`config.mk`:
```
export PLATFORM = sky130hd
export DESIGN_NAME = datapath_xyz
export DESIGN_NICKNAME = d
export VERILOG_FILES = /design/src/rtl/datapath_pkg.sv /design/src/rtl/datapath_xyz_ctrl_reg.sv /design/src/rtl/datapath_xyz.sv
export SDC_FILE = /design/constraint.sdc
export NUM_CORES = 1
export LEC_CHECK = 0
export ABC_CLOCK_PERIOD_IN_PS = 2800
export CAP_MARGIN = 20
export CELL_PAD_IN_SITES_DETAIL_PLACEMENT = 1
export CELL_PAD_IN_SITES_GLOBAL_PLACEMENT = 2
export CORE_AREA = 2 2 64 66
export CTS_CLUSTER_SIZE = 14
export DETAILED_ROUTE_END_ITERATION = 6
export DIE_AREA = 0 0 66 68
export PLACE_DENSITY_LB_ADDON = 0.25
export SLEW_MARGIN = 20
export SYNTH_ARGS = -nofsm -noshare
export SYNTH_HDL_FRONTEND = slang
export SYNTH_HIERARCHICAL = 1
export SYNTH_SLANG_ARGS = --single-unit
```
`constraint.sdc`:
```
create_clock -name clk -period 2.8 [get_ports clk]
set_clock_uncertainty 0.1 [all_clocks]
set_input_delay 0.56 -clock clk [delete_from_list [all_inputs] [get_ports clk]]
set_output_delay 0.56 -clock clk [all_outputs]
set_load 0.05 [all_outputs]
```
`src/rtl/datapath_pkg.sv`:
```
// Shared constants for the register/ALU datapath: register control codes, ALU ops
// and the instruction opcodes that the decoder turns into Tx/Ty/Tz codes.
package datapath_pkg;

    localparam logic [1:0] T_HOLD = 2'b00;
    localparam logic [1:0] T_LOAD = 2'b01;
    localparam logic [1:0] T_SHR  = 2'b10;
    localparam logic [1:0] T_CLR  = 2'b11;

    localparam logic ULA_ADD = 1'b0;
    localparam logic ULA_SUB = 1'b1;

    typedef enum logic [2:0] {
        OP_NOP   = 3'd0,
        OP_CLRLD = 3'd1,
        OP_ADDLD = 3'd2,
        OP_ADD   = 3'd3,
        OP_DIV2  = 3'd4,
        OP_DISP  = 3'd5
    } opcode_t;

    typedef struct packed {
        logic [1:0] tx;
        logic [1:0] ty;
        logic [1:0] tz;
    } ctrl_t;

    // Register control codes the decoder emits for each instruction.
    function automatic ctrl_t op_ctrl(input opcode_t op);
        ctrl_t c;
        c = '{T_HOLD, T_HOLD, T_HOLD};
        case (op)
            OP_CLRLD: c = '{T_LOAD, T_CLR,  T_CLR};
            OP_ADDLD: c = '{T_LOAD, T_LOAD, T_HOLD};
            OP_ADD:   c = '{T_HOLD, T_LOAD, T_HOLD};
            OP_DIV2:  c = '{T_HOLD, T_SHR,  T_HOLD};
            OP_DISP:  c = '{T_CLR,  T_CLR,  T_LOAD};
            default:  c = '{T_HOLD, T_HOLD, T_HOLD};
        endcase
        return c;
    endfunction

endpackage

```
`src/rtl/datapath_xyz_ctrl_reg.sv`:
```
// N-bit working register driven by a 2-bit control code: hold, load, shift right, clear.
module ctrl_reg
    import datapath_pkg::*;
#(
    parameter int N = 4
) (
    input  logic         clk,
    input  logic         rst_n,
    input  logic         en,
    input  logic [1:0]   code,
    input  logic [N-1:0] load_data,
    output logic [N-1:0] q
);

    always_ff @(posedge clk or negedge rst_n) begin
        if (!rst_n) begin
            q <= '0;
        end else if (en) begin
            case (code)
                T_HOLD:  q <= q;
                T_LOAD:  q <= load_data;
                T_SHR:   q <= {1'b0, q[N-1:1]};
                default: q <= '0;
            endcase
        end
    end

endmodule

```
`src/rtl/datapath_xyz.sv`:
```
// X/Y/Z register datapath with add/subtract ALU; Y accumulates, Z feeds the display.
module datapath_xyz
    import datapath_pkg::*;
#(
    parameter int N = 4
) (
    input  logic         clk,
    input  logic         rst_n,
    input  logic         en,
    input  logic [N-1:0] Entrada,
    input  logic [1:0]   Tx,
    input  logic [1:0]   Ty,
    input  logic [1:0]   Tz,
    input  logic         Tula,
    output logic [N-1:0] X,
    output logic [N-1:0] Y,
    output logic [N-1:0] Z,
    output logic [N-1:0] ula_out,
    output logic         carry,
    output logic         z_valid
);

    logic [N:0] alu_full;

    // Extra top bit is the carry on add and the borrow on subtract.
    always_comb begin
        if (Tula == ULA_SUB) alu_full = {1'b0, Y} - {1'b0, X};
        else                 alu_full = {1'b0, Y} + {1'b0, X};
    end

    assign ula_out = alu_full[N-1:0];

    ctrl_reg #(.N(N)) u_x (
        .clk(clk), .rst_n(rst_n), .en(en), .code(Tx), .load_data(Entrada), .q(X)
    );

    ctrl_reg #(.N(N)) u_y (
        .clk(clk), .rst_n(rst_n), .en(en), .code(Ty), .load_data(ula_out), .q(Y)
    );

    ctrl_reg #(.N(N)) u_z (
        .clk(clk), .rst_n(rst_n), .en(en), .code(Tz), .load_data(Y), .q(Z)
    );

    // carry tracks the last ALU write into Y; a shift of Y leaves it alone.
    always_ff @(posedge clk or negedge rst_n) begin
        if (!rst_n) begin
            carry   <= 1'b0;
            z_valid <= 1'b0;
        end else begin
            z_valid <= en && (Tz == T_LOAD);
            if (en) begin
                if (Ty == T_LOAD)     carry <= alu_full[N];
                else if (Ty == T_CLR) carry <= 1'b0;
            end
        end
    end

endmodule

```
==> impl_metrics.env <==
export IMPL_yosysWarningCount=6
export IMPL_rsz0062_at_grt="true"
export IMPL_num_rows=23
export IMPL_syn_nets=124
export IMPL_p_switching_w=0.000297
export IMPL_whs_endpoint="carry$_DFFE_PN0P_"
export IMPL_cp_arrival_ps=2110
export IMPL_dr_pass1_iters=4
export IMPL_num_nets_final=166
export IMPL_clk_latency_ps=240
export IMPL_fp_coreArea_sq_mm=0.00386
export IMPL_ys_flop_type="dfrtp_1"
export IMPL_synth_cell_types=22
export IMPL_critPathCaptureType="primary output"
export IMPL_crit_top_cell="ha_4"
export IMPL_irDropWorstVdd_mv=0.176
export IMPL_num_vias=875
export IMPL_drt_iter0_markers=35
export IMPL_synth_edf_count=0
export IMPL_hold_start="carry$_DFFE_PN0P_"
export IMPL_min_period_over_period=0.989
export IMPL_switching_share=0.359
export IMPL_slew_violations=0
export IMPL_synth_common_cells="dfrtp_1, ha_1, inv_1"
export IMPL_slowest_delay_ps=410
export IMPL_ant_nets=0
export IMPL_fill_cells=443
export IMPL_slew_headroom=0.587
export IMPL_cp_cell_sequence="inv_2 -> ha_4 -> mux2_4 -> inv_4 -> ha_4 -> a21o_1 -> a21oi_2 -> xnor2_2 -> buf_12"
export IMPL_die_height_um=68
export IMPL_crit_reg2reg_capture="u_y/q[3]$_DFFE_PN0P_"
export IMPL_power_total_w=0.000829
export IMPL_async_flop_share=1.00
export IMPL_ys_seq_elements=14
export IMPL_post_drt_wl_per_cell_um=13.3
export IMPL_intPower_w=0.000532
export IMPL_clockPowerShare=0.233
export IMPL_setup_worst_path_class="reg2out"
export IMPL_cts_buffers=3
export IMPL_area_growth_pct=55.8
export IMPL_timing_reg2reg_setup_slack_ps=370
export IMPL_start_util=0.263
export IMPL_critical_path_max_fanout=2
export IMPL_tightest_slew_ps=618
export IMPL_p_leak_nw=0.702
export IMPL_worstHoldPathType="reg2reg"
export IMPL_instances_no_fill=186
export IMPL_dp_hpwl_um=2090
export IMPL_antenna_found_initial=0
export IMPL_cts_tree="done"
export IMPL_r2r_cells=11
export IMPL_grt_pass1_wl_um=4090
export IMPL_critPathSlowestCell="dfrtp_2"
export IMPL_overflow=0
export IMPL_htreeDepth=1
export IMPL_path_clk_slew_ps=60
export IMPL_critical_path_top_delay_family="flip-flops"
export IMPL_grt_pass1_vias=938
export IMPL_regToRegStartpoint="u_x/q[1]$_DFFE_PN0P_"
export IMPL_finalSetupViolCount=0
export IMPL_cap_viol_max_count=0
export IMPL_pwr_share_seq=0.274
export IMPL_chipWidth_um=66
export IMPL_critPathBufInv=3
export IMPL_outcome="finished, final reports clean"
export IMPL_cts_max_path_buffers=2
export IMPL_power_density_mw_per_mm2=525
export IMPL_syn_area_sq_mm=0.00101
export IMPL_drc_errors=0
export IMPL_io_pins=32
export IMPL_drt_wl_total_um=2480
export IMPL_layout_min_cycle_time_ps=2770
export IMPL_grt_max_degree=15
export IMPL_comb_power_share=0.492
export IMPL_holdPathStages=2
export IMPL_gp_congestion=0.721
export IMPL_viasPerCell=4.70
export IMPL_synth_area_per_cell_sq_um=10.7
export IMPL_track_usage=0.117
export IMPL_synth_top_area_share=0.346
export IMPL_required_ps=2140
export IMPL_dpl_cell_count=181
export IMPL_synth_seq_area_share=0.346
export IMPL_postSynthCellCount=95
export IMPL_antenna_cells=0
export IMPL_fmax_ghz=0.361
export IMPL_root_buffer="clkbuf_8"
export IMPL_finalHoldViolations=0
export IMPL_postCtsHoldBufs=0
export IMPL_cts_sinks=14
export IMPL_yosysTopAreaCell="dfrtp_1"
export IMPL_start_kind="register"
export IMPL_synth_area_leaders="dfrtp_1, ha_1, o2bb2ai_1, a22oi_1, inv_1"
export IMPL_final_setup_tns_ps=0
export IMPL_drive_above_1_share=0.243
export IMPL_die_area_sq_mm=0.00449
export IMPL_io_buffers=31
## routing by layer
metal,wire length [um],up-vias,global-route usage
li1,-,418,-
met1,1100,438,0.140
met2,1300,19,0.223
met3,79,0,0.0247
met4,0,0,0.0153
met5,0,-,0
## cell families after synthesis
family                   Yosys count  share of synthesized area
AO/OA/AOI/OAI                     23                      0.183
AND/OR/NAND/NOR                   20                      0.128
adder cells (fa/ha/maj)           15                      0.193
buffers and inverters             14                     0.0519
flip-flops                        14                      0.346
XOR/XNOR                           5                     0.0432
multiplexers                       4                     0.0556
## how the worst max path moves through the flow
stage,startpoint,to,depth (start not counted)
final,u_x/q[1]$_DFFE_PN0P_,ula_out[3],9
after detailed placement,Tula,ula_out[3],8
after global placement,Tula,ula_out[3],8
after global routing,u_x/q[1]$_DFFE_PN0P_,ula_out[3],9
after CTS,u_x/q[0]$_DFFE_PN0P_,ula_out[3],9
after floorplan,u_x/q[0]$_DFFE_PN0P_,u_y/q[3]$_DFFE_PN0P_,10
## state kept, by name (all words and copies together), names as in the netlist
signal,flops
u_x/q,4
u_y/q,4
u_z/q,4
carry,1
z_valid,1
## power groups by stage
stage | combinational [W] | clock, W | sequential [W]
after global routing | 0.000437 | 0.000208 | 0.000230
after global placement | 0.000391 | 0 | 0.000231
final | 0.000408 | 0.000194 | 0.000228
after detailed placement | 0.000395 | 0 | 0.000231
after CTS | 0.000415 | 0.000201 | 0.000229
after floorplan | 0.000191 | 0 | 0.000271
## worst register-to-register path: stages (launching register included)
cell,delay [ps]
dfrtp_2,410
inv_2,70
ha_4,190
mux2_4,300
inv_4,70
ha_4,180
a21o_1,160
a21oi_2,170
xnor2_2,100
buf_4,140
and3_1,170
mux2_4,260
## cells in the final DEF (no fill, tap or decap)
master,netlist,final
xnor2_1,4,2
xor2_1,1,1
o2bb2ai_1,9,9
buf_12,0,3
ha_1,14,12
nor2_1,5,5
dfrtp_1,14,12
nand2_1,3,3
inv_2,0,2
buf_4,0,6
clkbuf_8,0,4
a21o_1,1,1
inv_1,14,11
ha_4,0,2
nand2b_4,3,3
fa_1,1,1
o31ai_2,1,1
clkdlybuf4s50_1,0,27
nor3_1,1,1
mux2_4,3,4
xnor2_2,0,1
xnor2_4,0,1
inv_4,0,1
a21oi_2,1,2
nand2b_1,1,1
nand3b_1,3,3
and3_1,3,3
a22oi_1,9,9
nor2_2,1,1
dfrtp_2,0,2
a21oi_1,2,1
dlygate4sd2_1,0,1
## stage by stage
| step | utilization | setup WS, ps | hold slack (ps) | cell area, sq um |
|---|---|---|---|---|
| after detailed placement | 0.384 | -300 | 381 | 1480 |
| after floorplan | - | 37.1 | 164 | 1040 |
| after CTS | 0.409 | -5.35 | 393 | 1580 |
| after global placement | 0.384 | -260 | 366 | 1480 |
| final | 0.409 | 31.5 | 386 | 1580 |
| after global routing | 0.409 | -42.5 | 425 | 1580 |
## what timing repair did
action | 4_1_cts | 5_1_grt
resized for setup | 8 | 1
buffers inserted | 1 | 0
endpoints found under the setup margin | 3 | 2
pin swaps | 3 | 4
## layout make-up
class | instances | area [sq um] | area share
multi-input combinational | 67 | 669 | 0.424
sequential | 14 | 353 | 0.223
timing repair buffer | 37 | 384 | 0.243
tap | 50 | 62.6 | 0.0396
inverter | 14 | 55.1 | 0.0349
clock buffer | 4 | 55.1 | 0.0349
Power figures use the tool's default switching activity.
